$ cat src/rtl/seg_scan_ctrl.sv
// Multiplexed scan controller for a common-anode 7-segment bank.
// It has one shared segment decoder and a double-buffered display word that is swapped only at frame boundaries.
module seg_scan_ctrl #(
  parameter int unsigned NDIG  = 8,
  parameter int unsigned DIV   = 1000,
  parameter int unsigned BLANK = 2
) (
  input  logic              clk,
  input  logic              rst,
  input  logic              en,
  input  logic              load_valid,
  output logic              load_ready,
  input  logic [4*NDIG-1:0] load_data,
  input  logic [NDIG-1:0]   load_dp,
  output logic [NDIG-1:0]   an_n,
  output logic [6:0]        seg,
  output logic              dp_n,
  output logic              frame_tick
);

  localparam int unsigned IW = (NDIG > 1) ? $clog2(NDIG) : 1;
  localparam int unsigned CW = (DIV > 1) ? $clog2(DIV) : 1;

  typedef enum logic {S_BLANK, S_SHOW} state_t;

  state_t              state;
  logic [IW-1:0]       idx;
  logic [CW-1:0]       cnt;
  logic [4*NDIG-1:0]   disp_d;
  logic [NDIG-1:0]     disp_p;
  logic [4*NDIG-1:0]   pend_d;
  logic [NDIG-1:0]     pend_p;
  logic                pend_v;
  logic                armed;
  logic                at_frame;
  logic                commit;
  logic                accept;
  logic [3:0]          cur_d;
  logic                cur_p;

  // Active-low segment pattern {g..a} for one hex nibble
  function automatic logic [6:0] hex7(input logic [3:0] v);
    case (v)
      4'h0: return 7'h40;
      4'h1: return 7'h79;
      4'h2: return 7'h24;
      4'h3: return 7'h30;
      4'h4: return 7'h19;
      4'h5: return 7'h12;
      4'h6: return 7'h02;
      4'h7: return 7'h78;
      4'h8: return 7'h00;
      4'h9: return 7'h10;
      4'hA: return 7'h08;
      4'hB: return 7'h03;
      4'hC: return 7'h46;
      4'hD: return 7'h21;
      4'hE: return 7'h06;
      default: return 7'h0E;
    endcase
  endfunction

  assign at_frame = (state == S_BLANK) && (idx == '0) && (cnt == '0);
  assign commit   = en && at_frame;
  assign accept   = load_valid && !pend_v;

  // The armed flag suppresses the tick on the first commit cycle after a reset or a re-enable.
  always_ff @(posedge clk) begin
    if (rst) begin
      state  <= S_BLANK;
      idx    <= '0;
      cnt    <= '0;
      disp_d <= '0;
      disp_p <= '0;
      pend_d <= '0;
      pend_p <= '0;
      pend_v <= 1'b0;
      armed  <= 1'b0;
    end else begin
      if (!en) begin
        state <= S_BLANK;
        idx   <= '0;
        cnt   <= '0;
        armed <= 1'b0;
      end else begin
        armed <= 1'b1;
        if (cnt == CW'(DIV - 1)) begin
          cnt   <= '0;
          state <= S_BLANK;
          idx   <= (idx == IW'(NDIG - 1)) ? '0 : idx + IW'(1);
        end else begin
          cnt <= cnt + CW'(1);
          if (state == S_BLANK && cnt == CW'(BLANK - 1)) state <= S_SHOW;
        end
      end
      // accept needs !pend_v and a swap needs pend_v, so the two never act on the same cycle
      if (accept) begin
        pend_d <= load_data;
        pend_p <= load_dp;
        pend_v <= 1'b1;
      end else if (commit && pend_v) begin
        disp_d <= pend_d;
        disp_p <= pend_p;
        pend_v <= 1'b0;
      end
    end
  end

  // Digit drive is decoded from the registered scan position; en gates it immediately
  always_comb begin
    cur_d      = '0;
    cur_p      = 1'b0;
    an_n       = '1;
    seg        = 7'h7F;
    dp_n       = 1'b1;
    load_ready = !pend_v;
    frame_tick = commit && armed;
    for (int i = 0; i < int'(NDIG); i++) begin
      if (idx == IW'(i)) begin
        cur_d = disp_d[4*i +: 4];
        cur_p = disp_p[i];
        if (en && state == S_SHOW) an_n[i] = 1'b0;
      end
    end
    if (en && state == S_SHOW) begin
      seg  = hex7(cur_d);
      dp_n = !cur_p;
    end
  end

endmodule
$ cat config.mk
export PLATFORM = sky130hd
export DESIGN_NAME = seg_scan_ctrl
export DESIGN_NICKNAME = d
export VERILOG_FILES = /design/src/rtl/seg_scan_ctrl.sv
export SDC_FILE = /design/constraint.sdc
export NUM_CORES = 1
export LEC_CHECK = 0
export CAP_MARGIN = 20
export CORE_UTILIZATION = 44
export DETAILED_ROUTE_END_ITERATION = 10
export PLACE_DENSITY_LB_ADDON = 0.05
export SKIP_LAST_GASP = 1
export SYNTH_ARGS = -nofsm -noshare
export SYNTH_HDL_FRONTEND = slang
export SYNTH_SLANG_ARGS = --single-unit
$ cat constraint.sdc
create_clock -name clk -period 3.6 [get_ports clk]
set_input_delay 0.72 -clock clk [delete_from_list [all_inputs] [get_ports clk]]
set_output_delay 0.72 -clock clk [all_outputs]
set_load 0.005 [all_outputs]
* Yosys cells after proc, flatten, opt, wreduce, memory -nomap -nowiden
Memories as Yosys holds them, arrays and structs flattened.
Index checks and enable logic that the tools add are counted.
** Operators by class
- Eq/ne operators :: 9
- Bitwise operators :: 3
- Reduce and logical (&&, ||, !) cells :: 16
- Add/subtract/negate cells :: 2
- Mux-type cells :: 31
** Operator list (count)
- two-way mux 4 bit :: 8
- two-way mux 1 bit :: 21
- equality test 3 bit (second input constant) :: 4
- adder 10 x 1 -> 10 bit (second input constant) :: 1
- equality test 10 x 1 -> 1 bit (second input constant) :: 1
- equality test 10 bit (second input constant) :: 1
- logical NOT 10 bit :: 1
- logical AND 1 bit :: 8
- two-way mux 7 bit :: 1
- equality test 3 x 2 -> 1 bit (second input constant) :: 2
- adder 3 x 1 -> 3 bit (second input constant) :: 1
- equality test 3 x 1 -> 1 bit (second input constant) :: 1
- logical NOT 3 bit :: 1
- two-way mux 3 bit :: 1
- inverter 1 bit :: 3
- OR reduction 3 bit :: 1
- logical NOT 1 bit :: 2
- AND reduction 2 bit :: 1
- nonzero test 2 bit :: 1
- OR reduction 2 bit :: 1
** Storage, ports and cells
- Bits in read-only memories :: 112
- Memories :: 1
- Input bits :: 44
- Logic and storage cells :: 71
- Output and inout port bits :: 18
- Register bits :: 96
** Memory list
- (name not given) :: words 16, bits a word 7, rd ports 1, clocked after memory_dff 0, wr ports 0, RTL line 43 : case (v)

* Longest topological paths before layout
Gate-level depths: netlist of the first run.
- Word-level depth :: 11
- Gate-level depth with buffers :: 16
- Depth with buffers taken out :: 13

* Worst setup path before layout of the first run
No wires, ideal clock.
- Path type :: register -> output
- Start point :: register idx[2]
- End point :: output seg[3]
- Arrival :: 2594 ps
- Buffers on the path :: 3
- Path slack :: 286 ps
- Cell stages (with the launch flop) :: 16
- Required time :: 2880 ps
- Cells stage by stage :: dfxtp_1 -> buf_2 -> buf_2 -> inv_1 -> ha_1 -> buf_2 -> nand2_1 -> o2bb2ai_1 -> o41ai_1 -> a22o_1 -> mux2i_4 -> inv_2 -> ha_1 -> mux2_1 -> mux2i_1 -> nand2_1
** Between the ends
- Longest elaborated chain between the ends :: 11
- Elaborated cells between the ends (all ways) :: 18
- Classes of those cells :: 7 x eq/ne; 9 x mux; 1 x reduce/logical; 1 x memory
** RTL lines
- from (decl) :: RTL line 27 : logic [IW-1:0] idx;
- from (signal assigned) :: RTL line 90 : idx <= (idx == IW'(NDIG - 1)) ? '0 : idx + IW'(1);
- logical NOT 3 bit :: RTL line 119 : if (idx == IW'(i)) begin
- two-way mux 4 bit (7 in series) :: RTL line 119
- two-way mux 4 bit (*) :: RTL line 119
- memory read (16 x 7 bit) (*)
- two-way mux 7 bit (*) :: RTL line 125 : if (en && state == S_SHOW) begin
- to (decl) :: RTL line 16 : output logic [6:0] seg,
Every way passes the cells marked *; elsewhere a longest branch is shown, timed or not.

* Worst setup path after layout of the first run
- Start point :: register idx[0]
- End point :: output seg[3]
The elaborated chain is that of the path after synthesis.

==> results of run 1 <==
[worst reg2reg max path, cell delays in order, from the launching register on]
cell     delay (ns)
dfxtp_4        0.38
inv_4          0.08
ha_4           0.14
buf_6          0.10
buf_4          0.12
nand2_1        0.05
nor3_1         0.19
nand3_1        0.14
nor2_2         0.09
buf_4          0.37
nand2_1        0.16
a21oi_1        0.13
[layer usage]
layer | GRT usage [%] | vias up
met1 | 29.7 | 1815
li1 | - | 1998
met2 | 32.7 | 83
met5 | 0 | -
met3 | 2.98 | 14
met4 | 7.69 | 0
[final timing paths]
kind / startpoint / slack [ns] / depth (start not counted) / end
worst max-delay path: idx[0] / -0.03 / 12 / seg[3]
worst min-delay path: disp_d[3] / 0.46 / 2 / disp_d[3]
worst max register to register: idx[1] / 1.57 / 11 / disp_d[9]
worst min register to register: disp_d[3] / 0.46 / 2 / disp_d[3]
[layout make-up]
cell class | instances | area share, %
tap | 129 | 2.86
multi-input combinational | 410 | 41.4
clock inverter | 5 | 1.18
timing repair buffer | 104 | 16.7
clock buffer | 10 | 2.44
sequential | 96 | 34.2
inverter | 18 | 1.29
[Yosys cell counts (6+ instances only)]
master,count,area (sq um)
nand2_1,182,683
a21oi_1,98,490
dfxtp_1,96,1920
clkbuf_1,27,101
nor2_1,24,90.1
inv_1,17,63.8
ha_1,15,188
nor2b_1,10,62.6
nand3_1,7,35.0
buf_2,6,30.0
o21ai_0,6,30.0
o21ai_1,6,30.0
[power breakdown]
group / total [W] / leakage, nW / internal, W / switching (W)
sequential: 0.00112 / 0.782 / 0.00110 / 0.0000201
clock: 0.000736 / 0.100 / 0.000344 / 0.000392
combinational: 0.000176 / 1.18 / 0.0000826 / 0.0000931
total: 0.00203 / 2.07 / 0.00152 / 0.000505
[metrics by stage]
stage / area [sq um] / instances / power, W / setup TNS [ns]
floorplan: 4320 / 560 / 0.00123 / 0
global placement: 5100 / 738 / 0.00132 / -0.162
detailed placement: 5100 / 738 / 0.00132 / -0.566
CTS: 5500 / 765 / 0.00204 / -0.299
global route: 5640 / 772 / 0.00212 / -0.377
finish: 5640 / 772 / 0.00203 / -0.0410
[registers in the layout (all words and copies together), names as in the netlist]
signal and flops:
disp_d 32, pend_d 32, cnt 10, disp_p 8
pend_p 8, idx 3, armed 1, pend_v 1
state 1
[timing repair]
action	4_1_cts	5_1_grt
hold buffers	0	0
resized for setup	37	34
buffers inserted	12	7
cloned	0	0
pin swaps	10	16
endpoints found under the setup margin	7	7
[kinds of logic (layout without fill, tap and decap cells)]
group | Yosys count | count (layout) | share of synthesized area (%)
flip-flops | 96 | 96 | 44.5
multiplexers | 7 | 7 | 2.00
AO/OA/AOI/OAI | 130 | 130 | 17.6
adder cells (fa/ha/maj) | 15 | 15 | 4.35
XOR/XNOR | 8 | 8 | 1.62
buffers and inverters | 54 | 137 | 5.39
AND/OR/NAND/NOR | 250 | 250 | 24.5
==> reports/metrics.csv, run 1 <==
stage,metric,value,unit
routing,DRT met1 WL,5.09,mm
cells_and_area,Seq. cell area,1930,sq um
timing,clock skew after layout,0.0125,ns
global_routing,initial antenna violation count,0,
global_routing,vias in the first global route,3497,
cells_and_area,Layout Nets,698,
routing,DRC,0,
cts,clock sinks,96,
place,Port Buf Inserts,61,
routing,max layer used,met4,
synthesis,asr flop ratio synth,0,%
cts,worst skew pair latency,0.36,ns
timing,Tmin final,3.63,ns
die,row cnt,35,
die,Die Y,101,um
global_routing,Congestion Overflow GR,0,
synthesis,cells after synthesis,560,
pwr,Max IR drop VDD,0.000194,V
cells_and_area,"most common cell after layout, fill and taps aside",nand2_1,
synthesis,synthesized area per cell,7.71,sq um
run,max-cap violation count,0,
worst_setup_path,critical path endpoint category,output port,
timing,crit share post-route,101,%
worst_setup_path,crit-path max FO,5,
global_routing,largest net degree at the start of global routing,81,
worst_setup_path,Buf/Inv on CP,3,
status,status,finished with violations,
synthesis,syn_nets,619,
place,Final Wtd Congestion,0.862,
die,Initial Utilization,46.1,%
synthesis,sequential area share after synthesis,44.5,%
timing,RSZ-0062 raised after global routing,true,
die,Core Area,9370,sq um
synthesis,synth warn,0,
cts,cts bufs inserted,9,
cells_and_area,most frequent cells in the layout,"181 x nand2_1, 97 x a21oi_1, 94 x dfxtp_1",
cts,CTS tree,built,
worst_setup_path,Crit path largest cell delay,0.40,ns
place,post-DP HPWL,6.98,mm
worst_setup_path,critical setup path kind,reg -> out,
status,failing checks,setup timing,
worst_setup_path,CP Data Required Time,2.88,ns
cells_and_area,fill count,915,
timing,Max Freq,0.276,GHz
global_routing,total track usage,21.1,%
routing,routed wire length per instance,13.4,um
synthesis,"Primary FF master, synth",dfxtp_1,
routing,met2 WL,4.73,mm
die,chip width,101,um
cells_and_area,ANT cells,0,
cells_and_area,fin util,60.2,%
timing,Pins Over Slew Limit,0,
die,die area,10200,sq um
timing,Final WS setup,-0.0290,ns
timing,endpoints failing hold,0,
cells_and_area,Multi-input gate area,2330,sq um
place,Placement Setup Slack,-0.115,ns
routing,final wirelength,10.4,mm
routing,Post-DRT Antenna Nets,0,
worst_hold_path,worst min path class,reg -> reg,
timing,hold slack,0.458,ns
cts,Clock Path Buffers,2,
timing,# setup viols final,2,
cells_and_area,share of layout cells above drive strength 1,16.6,%
cts,root buffer cell,clkbuf_8,
routing,Initial DRC Count,232,
cts,htree depth,3,
global_routing,first-pass GRT wire length,16.9,mm
die,# IOs,62,
pwr,Leak,2.07,nW
cts,Clock transition at path regs,0.09,ns
routing,Pre-antenna DRT Iters,4,
synthesis,Syn Std Cell Area,4320,sq um
worst_setup_path,"slowest stage cell, crit path",o41ai_1,
pwr,P per Cell Area,359,nW/um^2
worst_setup_path,Critical Path Start Type,register,
routing,met3 WL,374,um
synthesis,"flops & latches, synth",96,
timing,worst slew pin tran,0.787,ns
worst_setup_path,arrival time worst endpoint,2.91,ns
worst_setup_path,family with the most delay on the worst path,compound AO/OA/AOI/OAI gates,
synthesis,post-synthesis cell type count,46,
worst_setup_path,CP cell instances,ha_4 -> ha_4 -> buf_4 -> o41ai_1 -> a22o_1 -> mux2i_4 -> buf_4 -> ha_2 -> mux2_4 -> mux2i_1 -> nand2_1 -> clkbuf_2,
synthesis,Post-synth EDFFs,0,
routing,via count,3910,
routing,Via density,5.06,
timing,Slew Limit Headroom,47.5,%
cells_and_area,Area Overhead vs Synth,30.7,%
No activity file was read; power rests on OpenSTA's default activity.
==> run 2: changes to the inputs <==
--- a/config.mk
+++ b/config.mk
@@ -6,7 +6,10 @@
 export NUM_CORES = 1
 export LEC_CHECK = 0
 export CAP_MARGIN = 20
-export CORE_UTILIZATION = 44
+export CELL_PAD_IN_SITES_DETAIL_PLACEMENT = 1
+export CELL_PAD_IN_SITES_GLOBAL_PLACEMENT = 1
+export CORE_ASPECT_RATIO = 1.1
+export CORE_UTILIZATION = 40
 export DETAILED_ROUTE_END_ITERATION = 10
 export PLACE_DENSITY_LB_ADDON = 0.05
 export SKIP_LAST_GASP = 1
==> run 2 against run 1 <==
The run now ends clean. Cell area up 0.53%. Register-to-register slack lost 0.17 ns. Via count is 2.1% higher. First-iteration DRC count down 21%. Non-clock buffer count down 5. Final cell count rose by 1.3%. Fmax rose by 1.3%. Flip-flop and latch count unchanged. Global-route usage increased by 1.7 points. Largest cell class unchanged.
==> reports/metrics.csv, run 2 (synthesis gave the netlist of run 1 again) <==
stage,metric,value,unit,change
cts,CTS tree,built,,
pwr,combinational power share,8.0,%,-0.7 points
routing,via count,3991,,+2.1%
cts,cts hold-fix bufs,0,,unchanged
die,Die Y,111,um,+9.8%
timing,Tmin final,3.58,ns,-0.0467 ns
cells_and_area,Area Overhead vs Synth,31.4,%,
run,max-cap violation count,0,,unchanged
worst_setup_path,CP dominant cell by count,buf_6,,
routing,DRC,0,,unchanged
cells_and_area,"non-filler cells, final",782,,+1.3%
cells_and_area,"most common cell after layout, fill and taps aside",nand2_1,,
pwr,Leak,2.08,nW,+0.64%
worst_setup_path,CP cell instances,inv_4 -> ha_4 -> buf_6 -> o21ai_4 -> o2bb2ai_2 -> o41ai_2 -> a22o_1 -> mux2i_4 -> inv_2 -> buf_6 -> mux2_4 -> a221o_1 -> buf_2,,
timing,Pins Over Slew Limit,0,,unchanged
worst_setup_path,crit-path max FO,5,,unchanged
die,Core Area,10400,sq um,+11%
routing,Initial DRC Count,183,,-21%
worst_setup_path,arrival time worst endpoint,2.86,ns,-0.05 ns
status,status,"complete, no violations",,
timing,worst slew pin tran,0.808,ns,+0.0206 ns
timing,Slew Limit Headroom,46.1,%,-1.4 points
timing,Final WS setup,0.0176,ns,+0.0467 ns
timing,Max Freq,0.279,GHz,+1.3%
cts,htree depth,3,,unchanged
global_routing,Congestion Overflow GR,0,,unchanged
cells_and_area,ANT cells,0,,unchanged
global_routing,vias in the first global route,3990,,+14%
routing,routed wire length per instance,16.0,um,+19%
routing,Pre-antenna DRT Iters,4,,unchanged
place,area post-placement,5110,sq um,about the same
timing,hold slack,0.449,ns,-0.00810 ns
die,row cnt,39,,+11%
cells_and_area,final instance area,5670,sq um,+0.53%
worst_setup_path,Crit path largest cell delay,0.39,ns,about the same
global_routing,initial antenna violation count,0,,unchanged
global_routing,total track usage,22.8,%,+1.7 points
die,die area,11200,sq um,+9.8%
timing,endpoints failing hold,0,,unchanged
cts,root buffer cell,clkbuf_16,,
pwr,clock network fraction of design power,42.6,%,+6.3 points
worst_setup_path,"slowest stage cell, crit path",dfxtp_4,,
place,DP Cell Count,750,,+1.6%
routing,Post-DRT Antenna Nets,0,,unchanged
cts,cts bufs inserted,9,,unchanged
routing,Via density,5.10,,+0.77%
pwr,P per Cell Area,400,nW/um^2,+11%
cts,Clock transition at path regs,0.07,ns,-0.02 ns
timing,clock skew after layout,0.00508,ns,-0.00740 ns
cells_and_area,most frequent cells in the layout,"182 x nand2_1, 97 x a21oi_1, 94 x dfxtp_1",,
timing,RSZ-0062 raised after global routing,true,,
timing,crit share post-route,99.5,%,-1.3 points
pwr,Max IR drop VDD,0.000262,V,+35%
place,post-DP HPWL,8.17,mm,+17%
worst_setup_path,Critical Path Start Type,register,,
pwr,sequential share of power,49.3,%,-5.7 points
worst_hold_path,worst min path class,reg -> reg,,
die,chip width,101,um,unchanged
place,Final Wtd Congestion,0.881,,+2.2%
global_routing,largest net degree at the start of global routing,82,,+1.2%
die,# IOs,62,,unchanged
place,Port Buf Inserts,61,,unchanged
pwr,Net Sw Power,0.000527,W,+4.4%
cells_and_area,Layout Nets,693,,-0.72%
die,Initial Utilization,41.3,%,-4.7 points
timing,# setup viols final,0,,-2
cells_and_area,Top Registers,"disp_d (32), pend_d (32), cnt (10)",,
cells_and_area,share of layout cells above drive strength 1,14.9,%,-1.8 points
pwr,sw frac,23.3,%,-1.6 points
global_routing,first-pass GRT wire length,19.9,mm,+18%
worst_setup_path,critical path endpoint category,output port,,
cts,clock sinks,96,,unchanged
pwr,Power Internal,0.00174,W,+14%
cts,worst skew pair latency,0.35,ns,about the same
place,Placement Setup Slack,-0.100,ns,+0.0143 ns
cts,Clock Path Buffers,2,,unchanged
worst_setup_path,critical setup path kind,reg -> out,,
pwr,Final Power,0.00227,W,+12%
worst_setup_path,CP Data Required Time,2.88,ns,about the same
routing,final wirelength,12.5,mm,+21%
## run 2: cell types whose count changed in the layout (fill, tap and decap cells not counted), moves of 2 or more
cell / before / now
clkbuf_2: 5 / 2
clkbuf_8: 10 / 1
buf_4: 34 / 32
clkbuf_16: 0 / 9
dlygate4sd2_1: 1 / 3
buf_6: 8 / 5
clkbuf_1: 0 / 2
## run 2: final timing paths
kind	start	end	slack, ns	cells past startpoint
worst min register to register	pend_d[16]	disp_d[16]	0.45	2
worst min-delay path	pend_d[16]	disp_d[16]	0.45	2
worst max register to register	idx[0]	disp_d[22]	1.40	11
worst max-delay path	idx[0]	seg[1]	0.02	13
## run 2: power groups by stage
stage	combinational (W)	sequential [W]	clock [W]
floorplan	0.0000969	0.00114	0
global placement	0.000173	0.00114	0
detailed placement	0.000181	0.00114	0
CTS	0.000183	0.00112	0.000983
global route	0.000205	0.00112	0.00103
finish	0.000182	0.00112	0.000966
## run 2: layer usage
metal | share of wire, % | GRT usage (%)
met3 | 3.1 | 2.52
met5 | 0 | 0
met1 | 46 | 28.8
met2 | 49 | 39.0
met4 | 1.8 | 9.08
## run 2: area by class of cell
cell class / instances / area [sq um]
clock buffer: 12 / 246
clock inverter: 4 / 52.6
fill: 1304 / 4770
inverter: 18 / 70.1
multi-input combinational: 410 / 2300
sequential: 96 / 1930
tap: 143 / 179
timing repair buffer: 99 / 898
## run 2: timing repair
action,CTS,global route
cloned,0,0
resized for setup,36,22
setup buffers,9,7
pin swaps,12,8
endpoints found under the setup margin,7,7
## run 2: metrics by stage
stage | util [%] | TNS, ns
detailed placement | 48.9 | -0.292
CTS | 53.0 | -0.139
global route | 54.3 | -0.445
global placement | 48.9 | 0
finish | 54.3 | 0
floorplan | - | 0
## run 2: worst max-delay path, delay by kind of cell (launching register included)
family | cells | cell delay, ns
AOI/OAI and AO/OA | 5 | 0.94
adders and majority gates | 1 | 0.16
buffers and inverters | 5 | 0.54
DFF | 1 | 0.39
muxes | 2 | 0.47
==> run 3: changes to the inputs <==
--- a/config.mk
+++ b/config.mk
@@ -12,7 +12,6 @@
 export CORE_UTILIZATION = 40
 export DETAILED_ROUTE_END_ITERATION = 10
 export PLACE_DENSITY_LB_ADDON = 0.05
-export SKIP_LAST_GASP = 1
 export SYNTH_ARGS = -nofsm -noshare
 export SYNTH_HDL_FRONTEND = slang
 export SYNTH_SLANG_ARGS = --single-unit
==> run 3 against run 2 <==
First-iteration DRC count fell by 12%. Clock power fell by 0.5%. Clock-buffer cell count is the same. Flip-flop and latch count did not move. Combinational power hardly changed. Final cell count did not move.
==> reports/metrics.csv, run 3 (synthesis gave the netlist of run 1 again) <==
stage,metric,value,unit,change
cells_and_area,Layout Nets,693,,unchanged
worst_setup_path,family with the most delay on the worst path,compound AO/OA/AOI/OAI gates,,
routing,DRC,0,,unchanged
pwr,Leak,2.08,nW,about the same
global_routing,initial antenna violation count,0,,unchanged
die,row cnt,39,,unchanged
worst_setup_path,Crit path largest cell delay,0.39,ns,about the same
worst_setup_path,CP startpoint,idx[0],,
cts,CTS tree,built,,
cts,Clock transition at path regs,0.07,ns,about the same
die,Die Y,111,um,unchanged
worst_setup_path,critical setup path kind,reg -> out,,
place,post-DP HPWL,8.17,mm,unchanged
worst_hold_path,Hold Crit Start,pend_d[16],,
run,max-cap violation count,0,,unchanged
global_routing,Congestion Overflow GR,0,,unchanged
cells_and_area,Area Overhead vs Synth,31.6,%,
timing,clock skew after layout,0.00473,ns,-0.000353 ns
cells_and_area,final instance area,5680,sq um,+0.13%
global_routing,largest net degree at the start of global routing,82,,unchanged
timing,crit share post-route,99.4,%,about the same
worst_setup_path,Critical Path Start Type,register,,
cells_and_area,fin util,54.4,%,+0.072 points
pwr,Max IR drop VDD,0.000261,V,-0.15%
timing,Max Freq,0.279,GHz,about the same
worst_setup_path,arrival time worst endpoint,2.86,ns,about the same
worst_setup_path,critical path endpoint category,output port,,
timing,Pins Over Slew Limit,0,,unchanged
timing,endpoints failing hold,0,,unchanged
die,Core Area,10400,sq um,unchanged
cells_and_area,share of layout cells above drive strength 1,14.9,%,unchanged
worst_setup_path,Buf/Inv on CP,5,,unchanged
cts,htree depth,3,,unchanged
global_routing,first-pass GRT wire length,19.9,mm,unchanged
cts,cts bufs inserted,9,,unchanged
cells_and_area,ANT cells,0,,unchanged
routing,via count,3963,,-0.70%
die,Initial Utilization,41.3,%,unchanged
timing,RSZ-0062 raised after global routing,true,,
timing,# setup viols final,0,,unchanged
cells_and_area,most frequent cells in the layout,"182 x nand2_1, 97 x a21oi_1, 94 x dfxtp_1",,
cts,worst skew pair latency,0.34,ns,about the same
routing,Via density,5.07,,-0.70%
cts,Clock Path Buffers,2,,unchanged
global_routing,vias in the first global route,3990,,unchanged
worst_setup_path,CP Data Required Time,2.88,ns,about the same
place,area post-placement,5110,sq um,unchanged
worst_setup_path,RR Startpoint,idx[0],,
cts,root buffer cell,clkbuf_16,,
worst_setup_path,crit-path max FO,5,,unchanged
routing,Initial DRC Count,161,,-12%
routing,Post-DRT Antenna Nets,0,,unchanged
routing,final wirelength,12.2,mm,-2.0%
routing,routed wire length per instance,15.7,um,-2.0%
timing,Tmin final,3.58,ns,-0.00252 ns
worst_setup_path,CP dominant cell by count,buf_6,,
cts,clock sinks,96,,unchanged
die,die area,11200,sq um,unchanged
worst_hold_path,worst min path class,reg -> reg,,
status,status,"complete, no violations",,
worst_setup_path,CP cell instances,inv_4 -> ha_4 -> buf_6 -> o21ai_4 -> o2bb2ai_2 -> o41ai_2 -> a22o_1 -> mux2i_4 -> inv_2 -> buf_6 -> mux2_4 -> a221o_1 -> buf_2,,
cells_and_area,"most common cell after layout, fill and taps aside",nand2_1,,
die,# IOs,62,,unchanged
timing,Slew Limit Headroom,46.1,%,about the same
global_routing,total track usage,22.8,%,unchanged
cts,cts hold-fix bufs,0,,unchanged
die,chip width,101,um,unchanged
cells_and_area,Top Registers,"disp_d (32), pend_d (32), cnt (10)",,
routing,Pre-antenna DRT Iters,4,,unchanged
worst_setup_path,"slowest stage cell, crit path",dfxtp_4,,
place,Final Wtd Congestion,0.881,,unchanged
place,Port Buf Inserts,61,,unchanged
timing,worst slew pin tran,0.808,ns,+0.000194 ns
pwr,P per Cell Area,398,nW/um^2,-0.41%
==> run 3: cell counts in the layout (fill, tap and decap cells not counted) <==
No cell type changed its count.
==> run 3: through the flow <==
stage               TNS (ns)  total power [W]  hold slack [ns]  setup WS, ns  cells
detailed placement    -0.292          0.00132            0.444        -0.100    750
finish                     0          0.00226            0.450        0.0202    782
CTS                   -0.139          0.00229            0.452       -0.0759    775
global placement           0          0.00132            0.442        0.0167    750
floorplan                  0          0.00123            0.432         0.286    560
global route          -0.374          0.00236            0.478       -0.0823    782
==> run 3: final timing paths <==
check,endpoint,slack (ns),cells after the start
max,seg[1],0.02,13
min reg2reg,disp_d[16],0.45,2
max reg2reg,disp_d[31],1.40,11
min,disp_d[16],0.45,2
==> run 3: repair_timing <==
| action | in CTS | in global routing |
|---|---|---|
| setup endpoints to repair | 7 | 7 |
| pin swaps | 12 | 8 |
| gates resized for setup | 36 | 24 |
| setup buffers | 9 | 7 |
==> run 3: area by class of cell <==
type | count | area, sq um
Inverter | 18 | 70.1
Clock buffer | 12 | 246
Timing Repair Buffer | 99 | 906
Fill cell | 1299 | 4760
Sequential cell | 96 | 1930
Multi-Input combinational cell | 410 | 2300
Clock inverter | 4 | 52.6
Tap cell | 143 | 179
==> run 3: tightest hold or removal path: cells and delay by family, from the launching register on <==
kind	cells	cell delay, ns
flip-flops	1	0.31
AND/OR/NAND/NOR	1	0.05
AO/OA/AOI/OAI	1	0.05
==> run 3: layer usage <==
metal	up-vias	global-route usage [%]	share of wire, %
li1	1992	-	-
met1	1883	28.8	48
met2	74	39.0	48
met3	14	2.52	2.7
met4	0	9.08	1.4
met5	-	0	0
==> run 3: where the power goes <==
part | switching, W | internal (W) | total [W] | leakage (nW)
Sequential | 0.0000221 | 0.00110 | 0.00112 | 0.782
Clock | 0.000400 | 0.000561 | 0.000961 | 0.147
Combinational | 0.0000989 | 0.0000829 | 0.000182 | 1.15
